### src/rtl/mdio_pkg.sv
// Shared MDIO definitions: Clause-22 frame codes, field positions and arbiter FSM states.
package mdio_pkg;

  localparam logic [1:0] ST_CODE  = 2'b01;
  localparam logic [1:0] OP_WRITE = 2'b01;
  localparam logic [1:0] OP_READ  = 2'b10;
  localparam logic [1:0] TA_WRITE = 2'b10;
  localparam logic [1:0] TA_READ  = 2'b00;

  localparam int unsigned FR_ST_LSB   = 30;
  localparam int unsigned FR_OP_LSB   = 28;
  localparam int unsigned FR_PHY_LSB  = 23;
  localparam int unsigned FR_REG_LSB  = 18;
  localparam int unsigned FR_TA_LSB   = 16;
  localparam int unsigned FR_DATA_LSB = 0;

  typedef enum logic [1:0] {
    ST_IDLE,
    ST_ISSUE,
    ST_WAIT,
    ST_RESP
  } mdio_state_e;

  // Read frames carry zero in the data field; the PHY drives it after TA.
  function automatic logic [31:0] pack_frame(input logic        is_write,
                                             input logic [4:0]  phy,
                                             input logic [4:0]  regad,
                                             input logic [15:0] wdata);
    logic [31:0] f;
    f = '0;
    f[FR_ST_LSB   +: 2]  = ST_CODE;
    f[FR_OP_LSB   +: 2]  = is_write ? OP_WRITE : OP_READ;
    f[FR_PHY_LSB  +: 5]  = phy;
    f[FR_REG_LSB  +: 5]  = regad;
    f[FR_TA_LSB   +: 2]  = is_write ? TA_WRITE : TA_READ;
    f[FR_DATA_LSB +: 16] = is_write ? wdata : 16'h0000;
    return f;
  endfunction

endpackage

### src/rtl/mdio_arbiter_if.sv
// Requester and MDIO-controller signals seen by the arbiter.
interface mdio_arbiter_if;

  logic        REQ0, REQ1;
  logic        OP0, OP1;
  logic [4:0]  PHY0, PHY1;
  logic [4:0]  REG0, REG1;
  logic [15:0] WDATA0, WDATA1;
  logic        GNT0, GNT1;
  logic        DONE0, DONE1;
  logic [15:0] RDATA;
  logic        ERR;
  logic        BUSY;
  logic        MDIO_START;
  logic [31:0] T_DATA;
  logic        MDIO_DONE;
  logic [15:0] RD_DATA;

  modport slave (
    input  REQ0, REQ1, OP0, OP1, PHY0, PHY1, REG0, REG1, WDATA0, WDATA1,
    input  MDIO_DONE, RD_DATA,
    output GNT0, GNT1, DONE0, DONE1, RDATA, ERR, BUSY, MDIO_START, T_DATA
  );

  modport master (
    output REQ0, REQ1, OP0, OP1, PHY0, PHY1, REG0, REG1, WDATA0, WDATA1,
    output MDIO_DONE, RD_DATA,
    input  GNT0, GNT1, DONE0, DONE1, RDATA, ERR, BUSY, MDIO_START, T_DATA
  );

endinterface

### src/rtl/rr_arb2.sv
// Two-way round-robin selector; LAST holds the most recently served requester.
module rr_arb2 (
  input  logic       clk_i,
  input  logic       rst_ni,
  input  logic       req0_i,
  input  logic       req1_i,
  input  logic       upd_i,
  input  logic       owner_i,
  output logic [1:0] sel_o
);

  logic last_q, last_d;

  always_ff @(posedge clk_i) begin
    if (!rst_ni) last_q <= 1'b1;
    else         last_q <= last_d;
  end

  always_comb begin
    last_d = last_q;
    if (upd_i) last_d = owner_i;

    sel_o = '0;
    if (req0_i && req1_i) sel_o = last_q ? 2'b01 : 2'b10;
    else if (req0_i)      sel_o = 2'b01;
    else if (req1_i)      sel_o = 2'b10;
  end

endmodule

### src/rtl/mdio_arbiter.sv
// Shares one MDIO controller between two requesters: arbitration, frame packing,
// start/done handshake and a per-transaction timeout.
module mdio_arbiter
  import mdio_pkg::*;
#(
  parameter int unsigned TIMEOUT_CYCLES = 2048,
  parameter int unsigned TO_W           = 12
) (
  input  logic          CLK,
  input  logic          RESET,
  mdio_arbiter_if.slave bus
);

  localparam logic [TO_W-1:0] TO_LAST = TO_W'(TIMEOUT_CYCLES - 1);

  mdio_state_e     state_q, state_d;
  logic            owner_q, owner_d;
  logic            wr_q, wr_d;
  logic [31:0]     tdata_q, tdata_d;
  logic [TO_W-1:0] cnt_q, cnt_d;
  logic [15:0]     rdata_q, rdata_d;
  logic            err_q, err_d;
  logic [1:0]      sel;
  logic            upd;

  rr_arb2 u_rr (
    .clk_i   (CLK),
    .rst_ni  (RESET),
    .req0_i  (bus.REQ0),
    .req1_i  (bus.REQ1),
    .upd_i   (upd),
    .owner_i (owner_q),
    .sel_o   (sel)
  );

  always_ff @(posedge CLK) begin
    if (!RESET) begin
      state_q <= ST_IDLE;
      owner_q <= 1'b0;
      wr_q    <= 1'b0;
      tdata_q <= '0;
      cnt_q   <= '0;
      rdata_q <= '0;
      err_q   <= 1'b0;
    end else begin
      state_q <= state_d;
      owner_q <= owner_d;
      wr_q    <= wr_d;
      tdata_q <= tdata_d;
      cnt_q   <= cnt_d;
      rdata_q <= rdata_d;
      err_q   <= err_d;
    end
  end

  always_comb begin
    state_d = state_q;
    owner_d = owner_q;
    wr_d    = wr_q;
    tdata_d = tdata_q;
    cnt_d   = cnt_q;
    rdata_d = rdata_q;
    err_d   = err_q;
    upd     = 1'b0;

    case (state_q)
      ST_IDLE: begin
        if (|sel) begin
          owner_d = sel[1];
          wr_d    = sel[1] ? bus.OP1 : bus.OP0;
          tdata_d = sel[1] ? pack_frame(bus.OP1, bus.PHY1, bus.REG1, bus.WDATA1)
                           : pack_frame(bus.OP0, bus.PHY0, bus.REG0, bus.WDATA0);
          state_d = ST_ISSUE;
        end
      end
      ST_ISSUE: begin
        cnt_d   = '0;
        state_d = ST_WAIT;
      end
      ST_WAIT: begin
        // Completion is checked first so it wins over a coincident timeout.
        if (bus.MDIO_DONE) begin
          if (!wr_q) rdata_d = bus.RD_DATA;
          err_d   = 1'b0;
          state_d = ST_RESP;
        end else if (cnt_q == TO_LAST) begin
          err_d   = 1'b1;
          state_d = ST_RESP;
        end else begin
          cnt_d = cnt_q + TO_W'(1);
        end
      end
      ST_RESP: begin
        upd     = 1'b1;
        state_d = ST_IDLE;
      end
      default: state_d = ST_IDLE;
    endcase
  end

  assign bus.MDIO_START = (state_q == ST_ISSUE);
  assign bus.GNT0       = (state_q == ST_ISSUE) && !owner_q;
  assign bus.GNT1       = (state_q == ST_ISSUE) &&  owner_q;
  assign bus.DONE0      = (state_q == ST_RESP)  && !owner_q;
  assign bus.DONE1      = (state_q == ST_RESP)  &&  owner_q;
  assign bus.ERR        = (state_q == ST_RESP)  &&  err_q;
  assign bus.BUSY       = (state_q != ST_IDLE);
  assign bus.T_DATA     = tdata_q;
  assign bus.RDATA      = rdata_q;

endmodule

### src/flat_wrapper.sv
// flat-port wrapper written by rule: the top's interface ports become plain ports
module mdio_arbiter_flat import mdio_pkg::*;
#(
  parameter int unsigned TIMEOUT_CYCLES = 2048,
  parameter int unsigned TO_W           = 12
)
  (CLK, RESET, bus_REQ0, bus_REQ1, bus_OP0, bus_OP1, bus_PHY0, bus_PHY1, bus_REG0, bus_REG1, bus_WDATA0, bus_WDATA1, bus_MDIO_DONE, bus_RD_DATA, bus_GNT0, bus_GNT1, bus_DONE0, bus_DONE1, bus_RDATA, bus_ERR, bus_BUSY, bus_MDIO_START, bus_T_DATA);
  mdio_arbiter_if bus_i ();
  input  logic CLK;
  input  logic RESET;
  input wire logic [$bits(bus_i.REQ0)-1:0] bus_REQ0;
  input wire logic [$bits(bus_i.REQ1)-1:0] bus_REQ1;
  input wire logic [$bits(bus_i.OP0)-1:0] bus_OP0;
  input wire logic [$bits(bus_i.OP1)-1:0] bus_OP1;
  input wire logic [$bits(bus_i.PHY0)-1:0] bus_PHY0;
  input wire logic [$bits(bus_i.PHY1)-1:0] bus_PHY1;
  input wire logic [$bits(bus_i.REG0)-1:0] bus_REG0;
  input wire logic [$bits(bus_i.REG1)-1:0] bus_REG1;
  input wire logic [$bits(bus_i.WDATA0)-1:0] bus_WDATA0;
  input wire logic [$bits(bus_i.WDATA1)-1:0] bus_WDATA1;
  input wire logic [$bits(bus_i.MDIO_DONE)-1:0] bus_MDIO_DONE;
  input wire logic [$bits(bus_i.RD_DATA)-1:0] bus_RD_DATA;
  output wire logic [$bits(bus_i.GNT0)-1:0] bus_GNT0;
  output wire logic [$bits(bus_i.GNT1)-1:0] bus_GNT1;
  output wire logic [$bits(bus_i.DONE0)-1:0] bus_DONE0;
  output wire logic [$bits(bus_i.DONE1)-1:0] bus_DONE1;
  output wire logic [$bits(bus_i.RDATA)-1:0] bus_RDATA;
  output wire logic [$bits(bus_i.ERR)-1:0] bus_ERR;
  output wire logic [$bits(bus_i.BUSY)-1:0] bus_BUSY;
  output wire logic [$bits(bus_i.MDIO_START)-1:0] bus_MDIO_START;
  output wire logic [$bits(bus_i.T_DATA)-1:0] bus_T_DATA;
  assign bus_i.REQ0 = bus_REQ0;
  assign bus_i.REQ1 = bus_REQ1;
  assign bus_i.OP0 = bus_OP0;
  assign bus_i.OP1 = bus_OP1;
  assign bus_i.PHY0 = bus_PHY0;
  assign bus_i.PHY1 = bus_PHY1;
  assign bus_i.REG0 = bus_REG0;
  assign bus_i.REG1 = bus_REG1;
  assign bus_i.WDATA0 = bus_WDATA0;
  assign bus_i.WDATA1 = bus_WDATA1;
  assign bus_i.MDIO_DONE = bus_MDIO_DONE;
  assign bus_i.RD_DATA = bus_RD_DATA;
  assign bus_GNT0 = bus_i.GNT0;
  assign bus_GNT1 = bus_i.GNT1;
  assign bus_DONE0 = bus_i.DONE0;
  assign bus_DONE1 = bus_i.DONE1;
  assign bus_RDATA = bus_i.RDATA;
  assign bus_ERR = bus_i.ERR;
  assign bus_BUSY = bus_i.BUSY;
  assign bus_MDIO_START = bus_i.MDIO_START;
  assign bus_T_DATA = bus_i.T_DATA;
  mdio_arbiter #(.TIMEOUT_CYCLES(TIMEOUT_CYCLES), .TO_W(TO_W)) u_core (.CLK(CLK), .RESET(RESET), .bus(bus_i));
endmodule
### config.mk
export PLATFORM = sky130hd
export DESIGN_NAME = mdio_arbiter_flat
export DESIGN_NICKNAME = d
export VERILOG_FILES = /design/src/rtl/mdio_pkg.sv /design/src/rtl/mdio_arbiter_if.sv /design/src/rtl/rr_arb2.sv /design/src/rtl/mdio_arbiter.sv /design/src/flat_wrapper.sv
export SDC_FILE = /design/constraint.sdc
export NUM_CORES = 1
export LEC_CHECK = 0
export BUFFER_PORTS_ARGS = -buffer_cell sky130_fd_sc_hd__buf_2
export CORE_MARGIN = 2
export CORE_UTILIZATION = 47
export DETAILED_ROUTE_END_ITERATION = 8
export GPL_ROUTABILITY_DRIVEN = 0
export PLACE_DENSITY = 0.8
export SYNTH_ARGS = -nofsm -noshare
export SYNTH_HDL_FRONTEND = slang
export SYNTH_SLANG_ARGS = --single-unit
### constraint.sdc
create_clock -name CLK -period 2 [get_ports CLK]
set_input_delay 0.2 -clock CLK [delete_from_list [all_inputs] [get_ports CLK]]
set_output_delay 0.2 -clock CLK [all_outputs]
set_load 0.005 [all_outputs]
; ---- After elaboration in Yosys (flattened, before gate mapping)
; Index checks and enable logic that the tools add are counted.
[op_classes]
n_addsub = 1
eq_ne = 8
muxes = 22
bitwise = 1
n_reduce_logical = 17
[op_table]
columns = cell, n
row1 = $mux 16, 2
row2 = $mux 30, 1
row3 = $mux 12, 2
row4 = $pmux 12 s2, 1
row5 = $mux 2, 11
row6 = $add 12x1->12 const B, 1
row7 = $eq 12x11->1 const B, 1
row8 = $pmux 2 s4, 1
row9 = $logic_and 1x1->1, 6
row10 = $reduce_and 2->1, 3
row11 = $reduce_and 3->1, 2
row12 = $reduce_bool 2->1, 3
row13 = $eq 2x2->1 const B, 2
row14 = $mux 1, 4
row15 = $ne 2x2->1 const B, 2
row16 = $ne 3x2->1 const B, 1
row17 = $eq 2x1->1 const B, 1
row18 = $logic_not 2->1, 1
row19 = $ne 2x1->1 const B, 1
row20 = $reduce_or 2->1, 1
row21 = $logic_not 1->1, 1
row22 = $not 1->1, 1
[word_totals]
register_bits = 66
output_inout_bits = 55

; ---- Longest topological paths before layout
[logic_depth]
ltp_word = 6
mapped_depth = 8
ltp_nobuf = 6

; ---- Hierarchy
; Synthesis repeated with hierarchy kept, for this count alone.
[unflattened]
hier_cells = 330
hier_area_um2 = 2836.5
[by_module_without_submodules]
columns = module, instances, cells_per_inst, area_per_inst_um2, seq_area_each_um2
row1 = mdio_arbiter, 1, 324, 2781.4, 1221.2
row2 = rr_arb2, 1, 6, 55.1, 20.0

; ---- Least setup slack after synthesis
; Ideal clock, no wire load.
[synth_path]
kind = reg2reg
start = reg u_core.cnt_q[0]
end = reg u_core.cnt_q[9]
setup_time_ps = 86
arrival_ps = 1596
required_ps = 1914
slack_ps = 318
stages_incl_launch_ff = 7
n_path_buf = 1
path_cell_list = dfxtp_1 ha_1 nand4_2 o31a_1 buf_6 o21a_1 a221oi_2
[synth_between]
elab_chain_cells = 4
[synth_lines]
columns = element, line
row1 = start: declaration, mdio_arbiter.sv:20  ; logic [TO_W-1:0] cnt_q, cnt_d;
row2 = start signal: assignment, mdio_arbiter.sv:50  ; cnt_q <= cnt_d;
row3 = $add 12x1->12, mdio_arbiter.sv:90  ; cnt_d = cnt_q + TO_W'(1);
row4 = $mux 12, mdio_arbiter.sv:86  ; end else if (cnt_q == TO_LAST) begin
row5 = $mux 12, mdio_arbiter.sv:82  ; if (bus.MDIO_DONE) begin
row6 = $pmux 12 s2, mdio_arbiter.sv:66  ; case (state_q)
; Several ways; a longest one is shown, not always the timed one. The select of a mux whose other input is x is not followed.
; A chain may end at the register's enable or synchronous reset.

; ---- Worst setup path in the final report
; Ends and elaborated chain as after synthesis.

==> impl_metrics.py <==
metrics = {
    "floorplanning": {
        "core-area_um2": 5960,
        "design.die.area_um2": 6850,
        "fp.dieH_um": 82.8,
        "initial_core_util_pct": 49.0,
        "row_count": 28,
        "chipWidth_um": 82.8,
        "ioPinCount": 130,
    },
    "min_path": {
        "hold_path.class": "in -> reg",
        "hp-start": "bus_RD_DATA[15]",
        "holdPathEnd": "u_core.bus.RDATA[15]",
        "hold_depth": 3,
    },
    "routing": {
        "drt-initial-drc-count": 128,
        "drt_total_wl_um": 7680,
        "vias_per_cell": 5.45,
        "routedWlPerCell_um": 13.7,
        "drcViolationCount": 0,
        "detail_route.first_pass.iterations": 4,
        "antenna_left": 0,
        "dr_total_vias": 3049,
    },
    "finish": {
        "post_route_cells_drive_above_1_share_pct": 34.3,
        "areaGrowthSynthToFinish_pct": 30.2,
        "final_cell_mix": "127 x buf_2, 71 x nand2_1, 62 x dfxtp_1, 39 x nand3_1, 35 x nor2_1",
        "fillers": 539,
        "final_nets": 560,
        "final_common_cell": "buf_2",
        "antennaDiodeCount": 0,
        "final_core_util_pct": 63.8,
    },
    "logic_synthesis": {
        "synth_edf_count": 0,
        "yosysUniqueCellTypes": 53,
        "yosysSeqAreaShare_pct": 42.5,
        "synth.ff_latch_count": 62,
        "dominantRegCellSynth": "dfxtp_1",
        "synth.avg_cell_area_um2": 8.08,
        "yosysTopAreaCellShare_pct": 42.5,
        "synth-async-reset-ratio_pct": 0,
        "synthCells": 361,
        "yosys_warnings": 0,
        "synth_cell_area_um2": 2920,
        "synth.area.top_cells": "dfxtp_1 43%, nand2_1 9.1%, a311oi_1 9.0%",
        "synth_top_cell_by_area": "dfxtp_1",
    },
    "pwr": {
        "power.internal_mw": 2.67,
        "max-vdd-ir-drop_v": 0.000562,
        "power.net_switching_mw": 1.39,
        "power_leakage_nw": 1.70,
        "power_density_nw_per_um2": 1070,
        "sequentialPowerShare_pct": 40.0,
        "post-layout-total-power_mw": 4.06,
        "comb_power_share_pct": 33.2,
        "swShare_pct": 34.3,
        "share_clk_of_total_power_pct": 26.9,
    },
    "setup_path": {
        "r2r_cells": 5,
        "worst_path_max_delay_cell": "o31a_1",
        "worst_setup_path_end_kind": "flop",
        "critPathMaxFanout": 8,
        "category_of_the_most_critical_setup_path": "reg -> reg",
        "worst-r2r-setup-slack_ps": 150,
        "crit_path_cell_trace": "ha_2 -> nand4_4 -> o31a_1 -> o21a_1 -> a221oi_2",
        "cp_startpoint_kind": "flop",
        "worstReg2RegEnd": "u_core.cnt_q[9]",
        "critical_path_arrival_ps": 2080,
        "r2r_start": "u_core.cnt_q[0]",
        "cp.required_ps": 2230,
        "worst_path_largest_cell_delay_ps": 440,
    },
    "clock_tree": {
        "cts_buffer_depth": 2,
        "ctsHtreeMaxLevel": 3,
        "cts_buffers": 9,
        "tritoncts": "yes",
        "clk_transition_reported_paths_ps": 70,
        "clock_sinks": 62,
        "cts_hold_bufs": 0,
        "clk-insertion-delay-late_ps": 330,
        "cts_root_buf": "clkbuf_8",
    },
    "sta": {
        "fin_tns_setup_ps": 0,
        "clock-skew-final_ps": 6.89,
        "slew_headroom_pct": 38.3,
        "finalSetupViolations": 0,
        "setup_ws_ps": 152,
        "worst_tran_pin_value_ps": 926,
        "post-route-period-util_pct": 92.4,
        "rsz0062_at_grt": "false",
        "timing.final.hold_violations": 0,
        "layout_min_cycle_time_ps": 1850,
        "fmaxAchievable_ghz": 0.541,
        "finalMaxSlewViolations": 0,
    },
    "run_status": {
        "outcome": "complete, no violations",
    },
    "run": {
        "drv_cap": 0,
    },
    "place": {
        "dp_hpwl_um": 5420,
        "buffer_ports.inserted": 127,
        "pre_cts_ws_ps": 122,
    },
    "grt": {
        "first_global_vias": 2832,
        "overflow": 0,
        "grt.total_usage_pct": 23.4,
        "grt_first_pass_wirelength_um": 12300,
        "grt_start_max_net_pins": 54,
        "grt_antenna_before_repair": 0,
    },
}
## through the flow
| stage | cell area (um^2) | cells | hold slack (ps) |
|---|---|---|---|
| 4_1_cts | 3770 | 556 | 87.0 |
| 5_1_grt | 3800 | 559 | 83.1 |
| 3_3_place_gp | 3570 | 540 | 439 |
| 6_report | 3800 | 559 | 105 |
| 2_1_floorplan | 2920 | 362 | 336 |
| 3_5_place_dp | 3570 | 540 | 443 |
## layer usage
metal  part of all wire [%]  GRT usage [%]
met5                      0              0
met3                    8.5           7.36
met2                     48           39.0
met4                   0.76           10.3
met1                     42           27.6
## worst max-delay path by stage
stage / startpoint / endpoint / slack, ps / cells past startpoint
floorplan: u_core.cnt_q[0] / u_core.cnt_q[9] / 320 / 6
global placement: u_core.cnt_q[0] / u_core.cnt_q[9] / 210 / 5
detailed placement: u_core.cnt_q[0] / u_core.cnt_q[9] / 120 / 5
CTS: u_core.cnt_q[0] / u_core.cnt_q[9] / 90 / 5
global route: u_core.cnt_q[0] / u_core.cnt_q[9] / 30 / 5
finish: u_core.cnt_q[0] / u_core.cnt_q[9] / 150 / 5
## synth_stat cells (all sizes together), types with 3 or more instances
| cell | number |
|---|---|
| nand2 | 71 |
| dfxtp | 62 |
| nand3 | 40 |
| nor2 | 36 |
| a311oi | 30 |
| a21oi | 23 |
| clkbuf | 22 |
| buf | 9 |
| inv | 7 |
| ha | 6 |
| o21ai | 6 |
| nand2b | 4 |
| o31ai | 4 |
| a41oi | 3 |
| and2 | 3 |
| nand4b | 3 |
## sequential cells by signal (all words and copies together) (netlist names)
signal / cells
u_core.bus.T_DATA: 29
u_core.bus.RDATA: 16
u_core.cnt_q: 12
u_core.state_q: 2
u_core.err_q: 1
u_core.owner_q: 1
u_core.u_rr.last_q: 1
## area by class of cell
| cell class | count | area, um^2 | share of cell area, % |
|---|---|---|---|
| Clock inverter | 6 | 61.3 | 1.61 |
| Tap cell | 75 | 93.8 | 2.47 |
| Inverter | 7 | 26.3 | 0.691 |
| Sequential cell | 62 | 1240 | 32.7 |
| Timing Repair Buffer | 137 | 711 | 18.7 |
| Clock buffer | 10 | 138 | 3.62 |
| Multi-Input combinational cell | 262 | 1530 | 40.2 |
## logic make-up (layout without fill, tap and decap cells)
group,count (synthesis),after routing,synth area share (%)
DFF,62,62,42.5
muxes,2,2,0.686
other,1,2,0.129
AOI/OAI and AO/OA,80,80,20.8
and+or+nand+nor,172,172,27.6
adders and majority gates,6,6,2.57
buffers and inverters,38,160,5.75
## worst max-delay path: cells and delay by family (launching register included)
| kind | cells | cell delay [ps] |
|---|---|---|
| adders and majority gates | 1 | 280 |
| and+or+nand+nor | 1 | 170 |
| DFF | 1 | 420 |
| AOI/OAI and AO/OA | 3 | 880 |
## power groups by stage
stage               combinational (mW)  clock, mW  sequential, mW
global placement                  1.31          0            1.63
global route                      1.54       1.18            1.65
floorplan                        0.817          0            1.65
finish                            1.35       1.09            1.62
CTS                               1.35       1.12            1.62
detailed placement                1.34          0            1.64
## what timing repair did
action,in CTS,in global routing
resized for setup,0,2
buffers inserted,0,3
setup endpoints to repair,0,5
Note: power is estimated with default switching activity, not from simulation.
